--- config.mk ---
export PLATFORM = sky130hd
export DESIGN_NAME = oht2bin_pipe
export DESIGN_NICKNAME = d
export VERILOG_FILES = /design/src/rtl/oht2bin_pkg.sv /design/src/rtl/oht2bin_pipe_node.sv /design/src/rtl/oht2bin_pipe.sv
export SDC_FILE = /design/constraint.sdc
export NUM_CORES = 1
export LEC_CHECK = 0
export ABC_CLOCK_PERIOD_IN_PS = 1500
export BUFFER_PORTS_ARGS = -buffer_cell sky130_fd_sc_hd__buf_2
export CORE_MARGIN = 4
export CORE_UTILIZATION = 40
export CTS_BUF_LIST = sky130_fd_sc_hd__clkbuf_8
export DETAILED_ROUTE_END_ITERATION = 6
export HOLD_SLACK_MARGIN = 0.15
export REMOVE_ABC_BUFFERS = 1
export SLEW_MARGIN = 10
export SYNTH_ARGS = -nofsm -noshare
export SYNTH_HDL_FRONTEND = slang
export SYNTH_SLANG_ARGS = --single-unit
--- constraint.sdc ---
create_clock -name clk -period 1.5 [get_ports clk]
set_clock_uncertainty 0.05 [all_clocks]
set_input_delay 0.225 -clock clk [delete_from_list [all_inputs] [get_ports clk]]
set_output_delay 0.225 -clock clk [all_outputs]
set_load 0.005 [all_outputs]
--- src/rtl/oht2bin_pkg.sv ---
// Shared sizing helpers and result types for the pipelined one-hot encoder.
package oht2bin_pkg;

  // Number of SPLIT-ary tree levels needed to cover width inputs.
  function automatic int levels(input int width, input int split);
    int p;
    int n;
    p = 1;
    n = 0;
    while (p < width) begin
      p = p * split;
      n++;
    end
    return n;
  endfunction

  // Width of the full tree index: log2 of the padded input width.
  function automatic int power_log(input int width, input int split);
    return levels(width, split) * $clog2(split);
  endfunction

  // Number of node results sitting on tree boundaries 0..b-1.
  // Boundary 0 is the leaf vector, boundary levels() is the root.
  function automatic int nodes_off(input int width, input int split, input int b);
    int cnt;
    int off;
    cnt = split ** levels(width, split);
    off = 0;
    for (int j = 0; j < b; j++) begin
      off = off + cnt;
      cnt = cnt / split;
    end
    return off;
  endfunction

  // Bit offset of boundary b inside the packed partial-index bus.
  function automatic int bin_off(input int width, input int split, input int b);
    int cnt;
    int off;
    cnt = split ** levels(width, split);
    off = 0;
    for (int j = 0; j < b; j++) begin
      off = off + cnt * j * $clog2(split);
      cnt = cnt / split;
    end
    return off;
  endfunction

  // Physical port width for a child index that may be empty (leaves).
  function automatic int cbw_phys(input int cbw);
    return (cbw == 0) ? 1 : cbw;
  endfunction

  // Flag part of a node result; the index part varies in width per level.
  typedef struct packed {
    logic any;
    logic err;
  } flags_t;

endpackage

--- src/rtl/oht2bin_pipe_node.sv ---
// One SPLIT-ary combinational tree node: merges child {any, err, bin} results.
module oht2bin_pipe_node
  import oht2bin_pkg::*;
#(
  parameter int SPLIT = 2,
  parameter int CBW   = 0
) (
  input  logic [SPLIT-1:0]                  c_any,
  input  logic [SPLIT-1:0]                  c_err,
  input  logic [SPLIT*cbw_phys(CBW)-1:0]    c_bin,
  output logic                              any,
  output logic                              err,
  output logic [$clog2(SPLIT)+CBW-1:0]      bin
);

  localparam int SB   = $clog2(SPLIT);
  localparam int CBWP = cbw_phys(CBW);

  logic [SB-1:0]   hi;
  logic [CBWP-1:0] lo;
  logic            seen;
  logic            multi;

  // OR-merge child indices and detect more than one active child.
  always_comb begin
    hi    = '0;
    lo    = '0;
    seen  = 1'b0;
    multi = 1'b0;
    for (int c = 0; c < SPLIT; c++) begin
      if (c_any[c]) hi = hi | SB'(c);
      lo    = lo | c_bin[c*CBWP +: CBWP];
      multi = multi | (seen & c_any[c]);
      seen  = seen | c_any[c];
    end
  end

  assign any = |c_any;
  assign err = (|c_err) | multi;

  if (CBW == 0) begin : g_leaf
    // Leaves carry no index; the one-bit child bus is tied off and unused.
    logic unused_lo;
    assign unused_lo = ^lo;
    assign bin       = hi;
  end else begin : g_inner
    assign bin = {hi, lo};
  end

endmodule

--- src/rtl/oht2bin_pipe.sv ---
// Pipelined one-hot to binary encoder: SPLIT-ary OR tree with optional
// register slice after each level and a valid/ready stream handshake.
module oht2bin_pipe
  import oht2bin_pkg::*;
#(
  parameter int                                WIDTH   = 32,
  parameter int                                SPLIT   = 2,
  parameter logic [levels(WIDTH, SPLIT)-1:0]   REGMASK = '1,
  localparam int                               WIDTH_LOG = $clog2(WIDTH)
) (
  input  logic                 clk,
  input  logic                 rst_n,
  input  logic                 i_vld,
  output logic                 i_rdy,
  input  logic [WIDTH-1:0]     i_oht,
  output logic                 o_vld,
  input  logic                 o_rdy,
  output logic [WIDTH_LOG-1:0] o_bin,
  output logic                 o_any,
  output logic                 o_err
);

  localparam int LEVELS    = levels(WIDTH, SPLIT);
  localparam int SB        = $clog2(SPLIT);
  localparam int POWER     = SPLIT ** LEVELS;
  localparam int POWER_LOG = power_log(WIDTH, SPLIT);
  localparam int ANY_TOT   = nodes_off(WIDTH, SPLIT, LEVELS + 1);
  localparam int BIN_TOT   = bin_off(WIDTH, SPLIT, LEVELS + 1);
  localparam int AF        = nodes_off(WIDTH, SPLIT, LEVELS);
  localparam int BF        = bin_off(WIDTH, SPLIT, LEVELS);

  if (SPLIT < 2 || (SPLIT & (SPLIT - 1)) != 0) begin : g_bad_split
    $error("oht2bin_pipe: SPLIT must be a power of 2 and at least 2");
  end
  if (WIDTH < 2) begin : g_bad_width
    $error("oht2bin_pipe: WIDTH must be at least 2");
  end

  // Node results for every tree boundary, leaves first, root last.
  logic [ANY_TOT-1:0] any_bus;
  logic [ANY_TOT-1:0] err_bus;
  logic [BIN_TOT-1:0] bin_bus;
  // Handshake chain: vld_c[l]/rdy_c[l] sit at the input of level l.
  logic [LEVELS:0]    vld_c;
  logic [LEVELS:0]    rdy_c;
  flags_t             fin;

  // Padding bits above WIDTH are constant zero, so they never flag.
  assign any_bus[0 +: POWER] = POWER'(i_oht);
  assign err_bus[0 +: POWER] = '0;
  assign vld_c[0]            = i_vld;
  assign i_rdy               = rdy_c[0];
  assign rdy_c[LEVELS]       = o_rdy;
  assign o_vld               = vld_c[LEVELS];

  for (genvar l = 0; l < LEVELS; l++) begin : g_lvl
    localparam int CIN  = SPLIT ** (LEVELS - l);
    localparam int NOUT = CIN / SPLIT;
    localparam int CBW  = l * SB;
    localparam int CBWP = cbw_phys(CBW);
    localparam int OBW  = CBW + SB;
    localparam int AI   = nodes_off(WIDTH, SPLIT, l);
    localparam int AO   = nodes_off(WIDTH, SPLIT, l + 1);
    localparam int BI   = bin_off(WIDTH, SPLIT, l);
    localparam int BO   = bin_off(WIDTH, SPLIT, l + 1);

    logic [CIN*CBWP-1:0] in_bin;
    logic [NOUT-1:0]     n_any;
    logic [NOUT-1:0]     n_err;
    logic [NOUT*OBW-1:0] n_bin;

    if (l == 0) begin : g_zero
      assign in_bin = '0;
    end else begin : g_tap
      assign in_bin = bin_bus[BI +: CIN*CBW];
    end

    for (genvar n = 0; n < NOUT; n++) begin : g_node
      oht2bin_pipe_node #(
        .SPLIT (SPLIT),
        .CBW   (CBW)
      ) u_node (
        .c_any (any_bus[AI + n*SPLIT +: SPLIT]),
        .c_err (err_bus[AI + n*SPLIT +: SPLIT]),
        .c_bin (in_bin[n*SPLIT*CBWP +: SPLIT*CBWP]),
        .any   (n_any[n]),
        .err   (n_err[n]),
        .bin   (n_bin[n*OBW +: OBW])
      );
    end

    if (REGMASK[l]) begin : g_reg
      logic                vld_p;
      logic [NOUT-1:0]     any_p;
      logic [NOUT-1:0]     err_p;
      logic [NOUT*OBW-1:0] bin_p;

      // Register slice: load when empty or draining; payload only on valid.
      always_ff @(posedge clk or negedge rst_n) begin
        if (!rst_n) begin
          vld_p <= 1'b0;
          any_p <= '0;
          err_p <= '0;
          bin_p <= '0;
        end else if (!vld_p || rdy_c[l+1]) begin
          vld_p <= vld_c[l];
          if (vld_c[l]) begin
            any_p <= n_any;
            err_p <= n_err;
            bin_p <= n_bin;
          end
        end
      end

      assign any_bus[AO +: NOUT]     = any_p;
      assign err_bus[AO +: NOUT]     = err_p;
      assign bin_bus[BO +: NOUT*OBW] = bin_p;
      assign vld_c[l+1]              = vld_p;
      assign rdy_c[l]                = !vld_p || rdy_c[l+1];
    end else begin : g_comb
      assign any_bus[AO +: NOUT]     = n_any;
      assign err_bus[AO +: NOUT]     = n_err;
      assign bin_bus[BO +: NOUT*OBW] = n_bin;
      assign vld_c[l+1]              = vld_c[l];
      assign rdy_c[l]                = rdy_c[l+1];
    end
  end

  // Root of the tree drives the output payload.
  assign fin   = '{any: any_bus[AF], err: err_bus[AF]};
  assign o_any = fin.any;
  assign o_err = fin.err;
  assign o_bin = bin_bus[BF +: WIDTH_LOG];

  if (POWER_LOG > WIDTH_LOG) begin : g_trunc
    // Index bits above WIDTH_LOG can only come from padding and are dropped.
    logic unused_bin_hi;
    assign unused_bin_hi = ^bin_bus[BF + WIDTH_LOG +: POWER_LOG - WIDTH_LOG];
  end

endmodule

# Yosys cells after proc, flatten, opt, wreduce, memory -nomap -nowiden
# Index checks and enable logic that the tools add are counted.
[op_classes]
addsub = 0
mul = 0
div_mod_pow = 0
n_lt_le_gt_ge = 0
eq_ne = 0
shift = 0
mux = 31
bitwise = 61
n_reduce_logical = 61
[ops]
columns = ["cell", "count"]
rows = [
  ["OR reduction 2 bit", 46],
  ["AND 1 bit", 31],
  ["2-to-1 mux 1 bit", 31],
  ["OR 1 bit", 23],
  ["AND reduction 2 bit", 5],
  ["OR 2 bit", 4],
  ["OR 3 bit", 2],
  ["logical NOT 1 bit", 5],
  ["logical OR 1 bit", 5],
  ["OR 4 bit", 1],
]
[totals]
ff_bits = 124
latchBits = 0
ramBits = 0
mem_bits_ro = 0
in_bits = 36
output_inout_bits = 9
elab_cells = 173
mem_count = 0

# Longest topological paths before layout
[logic_depth]
ltp_word = 7
depth_mapped = 6
mapped_depth_nobuf = 4

# Cells and area by module
# Synthesis repeated with hierarchy kept, for this count alone.
[unflattened]
hier_cells = 398
area_unflattened_um2 = 5570.3
[modules_own_cells]
columns = ["mod", "instances", "cells_each", "area_per_inst_um2", "seq_area_each_um2"]
rows = [
  ["oht2bin_pipe", 1, 271, 4649.5, 3103.0],
  ["oht2bin_pipe_node at g_lvl[0].g_node[0].u_node ...", 16, 3, 22.5, 0.0],
  ["oht2bin_pipe_node at g_lvl[1].g_node[0].u_node ...", 8, 5, 36.3, 0.0],
  ["oht2bin_pipe_node at g_lvl[2].g_node[0].u_node ...", 4, 5, 35.0, 0.0],
  ["oht2bin_pipe_node at g_lvl[3].g_node[0].u_node ...", 2, 6, 41.3, 0.0],
  ["oht2bin_pipe_node at g_lvl[4].g_node[0].u_node", 1, 7, 47.5, 0.0],
]

# Worst setup path before layout
# No wires, ideal clock.
[synth_timing]
kind = "register to register"
startpoint = "reg g_lvl[3].g_reg.vld_p"
endpoint = "reg g_lvl[1].g_reg.err_p[4]"
setup_ns = 0.125
t_arrival_ns = 1.427
required_time_ns = 1.325
slack_ns = -0.102
stages_incl_launch_ff = 6
n_path_buf = 2
synth_period_minus_slack_ns = 1.602
cell_sequence = "dfrtp_1 -> buf_4 -> and4b_1 -> a21boi_4 -> buf_6 -> mux2_2"
[synth_via]
elab_chain_cells = 5
[synth_lines]
columns = ["element", "line_no", "rtl"]
rows = [
  ["start, declared", "oht2bin_pipe.sv:93", "logic vld_p;"],
  ["start signal, assigned", "oht2bin_pipe.sv:106", "vld_p <= vld_c[l];"],
  ["logical NOT 1 bit", "oht2bin_pipe.sv:119", "assign rdy_c[l] = !vld_p || rdy_c[l+1];"],
  ["logical OR 1 bit (2 in a row)", "oht2bin_pipe.sv:119", ""],
  ["logical OR 1 bit", "oht2bin_pipe.sv:105", "end else if (!vld_p || rdy_c[l+1]) begin"],
  ["AND reduction 2 bit (no source line)", "--", ""],
  ["end signal, assigned", "oht2bin_pipe.sv:109", "err_p <= n_err;"],
  ["end, declared", "oht2bin_pipe.sv:95", "logic [NOUT-1:0] err_p;"],
]
# No other way between the ends.
# A chain may end at the register's enable or synchronous reset.

# Worst setup path after layout
[layout_timing]
startpoint = "reg g_lvl[4].g_reg.vld_p (netlist: o_vld)"
endpoint = "out i_rdy"
[layout_via]
elab_chain_cells = 6
[layout_lines]
columns = ["element", "line_no", "rtl"]
rows = [
  ["start, declared", "oht2bin_pipe.sv:93", ""],
  ["start signal, assigned", "oht2bin_pipe.sv:106", ""],
  ["logical NOT 1 bit", "oht2bin_pipe.sv:119", ""],
  ["logical OR 1 bit (5 in a row)", "oht2bin_pipe.sv:119", ""],
  ["end, declared", "oht2bin_pipe.sv:14", "output logic i_rdy,"],
]
# No other way between the ends.

==> flow_summary.ini <==
[layout]
num-nets-final = 592
fin_area_um2 = 7230
multiInputGateArea_um2 = 2160
syn_to_final_growth_pct = 40.8
drive_gt1_share_pct = 38.1
final_core_utilization_pct = 57.3
layout.area.seq_um2 = 3100
nFillCells = 1017
antenna_cells = 0

[power]
powerDensity_nw_per_um2 = 1190
combPwrFrac_pct = 21.0
clockPowerShare_pct = 32.5
total_power_mw = 8.64
p_leak_nw = 3.28
peakVddDrop_v = 0.000542
switching_share_pct = 28.0
power_frac_seq_pct = 46.5
p_int_mw = 6.22
p_switching_mw = 2.42

[timing]
drv_slew = 0
setup_ws_ns = -0.291
period_share_pct = 119
rsz0062_at_grt = yes
layout_min_cycle_time_ns = 1.79
finalSetupViolCount = 75
slew_headroom_pct = 70.8
fmaxAchievable_mhz = 558
worst_pin_slew_ns = 0.436
hold_viol = 0

[placement]
dpl_cell_area_um2 = 5770
dp_hpwl_um = 7190
gp_congestion = 0.732
port-buffer-count = 44

[worst_setup_path]
worst_path_largest_cell_delay_ns = 0.39
critPathMostFrequentCell = buf_6
path_class = flop to primary output
crit_arrival_ns = 1.52
r2r_slack_ns = -0.27
critPathSlowestCell = dfrtp_1
reg2reg_depth = 6
cpLargestDelayFamily = flip-flops
worstSetupEndpointType = primary output
crit_fanout = 4
worst-path-buf-inv = 3
worst-path-stages = 5
cp.required_ns = 1.22
path_cells = nand4b_1 > buf_6 > nor2_4 > inv_2 > buf_6
startpoint_type = flop

[yosys]
ys_warn_count = 0
ys_types = 30
ys_ff_latch = 124
netlist_area_um2 = 5140
synth.avg_cell_area_um2 = 12.0
syn_inst = 427
ys_seq_area_share_pct = 60.4
netlist.top_cell.by_area = dfrtp_1
synth_top_area_share_pct = 60.4
synth_area_leaders = dfrtp_1 (60%), mux2i_1 (7.8%), mux2_2 (7.5%)

[die]
rows = 41
floorplan.initialDensity_pct = 40.7
die_h_um = 121
die_area_um2 = 14700
die_x_um = 121
core_area_um2 = 12600
pin_count = 45

[global_route]
busiest_layer = met2
grt_pass1_wl_um = 19500
grtUsageMet3_pct = 4.06
grt_start_max_net_pins = 65
grt.total_usage_pct = 17.3
grt_pass1_vias = 3835
gr-usage-met1_pct = 23.5
grt-ovfl-total = 0
grtUsageMet2_pct = 27.1
antenna_found_initial = 0

[clock_tree]
clk_pin_slew_ns = 0.07
cts_buffers = 17
worstSkewPairLatency_ns = 0.44
cts_tree = done
htreeDepth = 4
root_buffer = clkbuf_8
cts_num_sinks = 124
cts_max_path_buffers = 2

[detailed_routing]
dr.pass1.iters = 4
via_per_inst = 4.92
wl_per_cell_um = 16.1
drc = 0
drtIter0Drc = 172
postRouteAntennaNets = 0
num_vias = 3646
totalWireLength_um = 11900

[hold_path]
hold_class = input pin to asynchronous set/reset pin

[status]
status = finished with violations
violations = negative setup slack

[run]
cap_violations = 0
[layer usage]
| metal | share of wire (%) | wire length [um] | vias up |
|---|---|---|---|
| li1 | - | - | 1727 |
| met1 | 47 | 5620 | 1824 |
| met2 | 47 | 5640 | 80 |
| met3 | 3.7 | 437 | 15 |
| met4 | 1.6 | 196 | 0 |
| met5 | 0 | 0 | - |
[through the flow]
step	setup TNS, ns	worst slack [ns]	cells	hold WS [ns]
2_1_floorplan	-133.13	-2.57	406	-0.121
3_3_place_gp	-2.94	-0.101	658	0.0913
3_5_place_dp	-4.71	-0.131	658	0.100
4_1_cts	-7.99	-0.268	740	0.167
5_1_grt	-16.34	-0.370	741	0.191
6_report	-11.09	-0.291	741	0.181
[power by group through the flow]
stage | Sequential, mW | Clock (mW) | Combinational, mW
global placement | 4.03 | 0 | 1.20
finish | 4.02 | 2.80 | 1.82
detailed placement | 4.04 | 0 | 1.24
global route | 4.06 | 3.00 | 1.97
floorplan | 3.98 | 0 | 0.722
CTS | 4.00 | 2.84 | 1.70
[sequential cells by signal, summed over array words and instances, names as in the netlist]
signal             flops
g_lvl.g_reg.any_p     30
o_bin                  5
o_vld                  1
g_lvl.g_reg.bin_p     52
g_lvl.g_reg.vld_p      4
g_lvl.g_reg.err_p     30
o_err                  1
o_any                  1
[final timing paths]
path,from,end
max,o_vld,i_rdy
min,rst_n,g_lvl[0].g_reg.err_p[0]
max reg2reg,o_vld,g_lvl[0].g_reg.bin_p[6]
min reg2reg,g_lvl[0].g_reg.err_p[12],g_lvl[0].g_reg.err_p[12]
max in group asynchronous,rst_n,g_lvl[0].g_reg.bin_p[15]
min in group clk,o_rdy,g_lvl[3].g_reg.vld_p
[cells by family after synthesis]
family	Yosys count	share of synthesized area, %
buffers and inverters	63	5.70
and+or+nand+nor	79	6.72
DFF	124	60.4
muxes	81	17.1
AOI/OAI and AO/OA	80	10.1
[cells in the final DEF, fill, tap and decap left out, types with 3 or more instances in the layout]
cell	instances
clkbuf_8	21
a21oi_1	12
buf_4	18
mux2_4	36
a21oi_2	15
inv_1	42
a211oi_1	5
buf_2	42
mux2_2	5
clkinv_2	3
a21oi_4	5
dlygate4sd3_1	33
a31oi_1	9
nand3_1	16
buf_12	7
clkinvlp_4	6
nand2b_1	3
o21ai_0	8
mux2i_1	39
buf_8	8
dfrtp_1	124
buf_6	20
o2bb2ai_2	15
nor2_1	53
[cell usage after synthesis]
cell type / count
and4b_1: 1
mux2_1: 3
o2bb2ai_1: 16
o21bai_1: 1
mux2_4: 4
mux2_2: 34
inv_1: 42
o21ai_2: 1
and2_4: 1
nand4b_1: 1
buf_4: 7
o21ai_0: 8
a211oi_1: 5
nand3_1: 16
a21boi_4: 1
o21ai_1: 1
nor2_1: 53
dfrtp_1: 124
a21o_1: 1
buf_2: 6
mux2i_1: 40
nand2b_1: 3
and2_0: 1
a31oi_1: 12
buf_6: 3
a21oi_1: 32
clkbuf_1: 5
nor2_2: 1
a211o_1: 2
nand2_1: 2
[area by class of cell]
type	count	share of cell area (%)
clock buffer	21	4.00
multi-input combinational	241	29.9
inverter	42	2.18
clock inverter	11	1.30
sequential	124	42.9
tap	172	2.98
timing repair buffer	130	16.8
[repair_timing]
item / 4_1_cts / 5_1_grt
hold buffers: 33 / 0
gates cloned: 4 / 1
setup endpoints to repair: 86 / 106
pin swaps: 5 / 11
resized for setup: 85 / 47
hold endpoints to repair: 172 / 0
setup buffers: 14 / 6
Note: power is estimated with default switching activity, not from simulation.
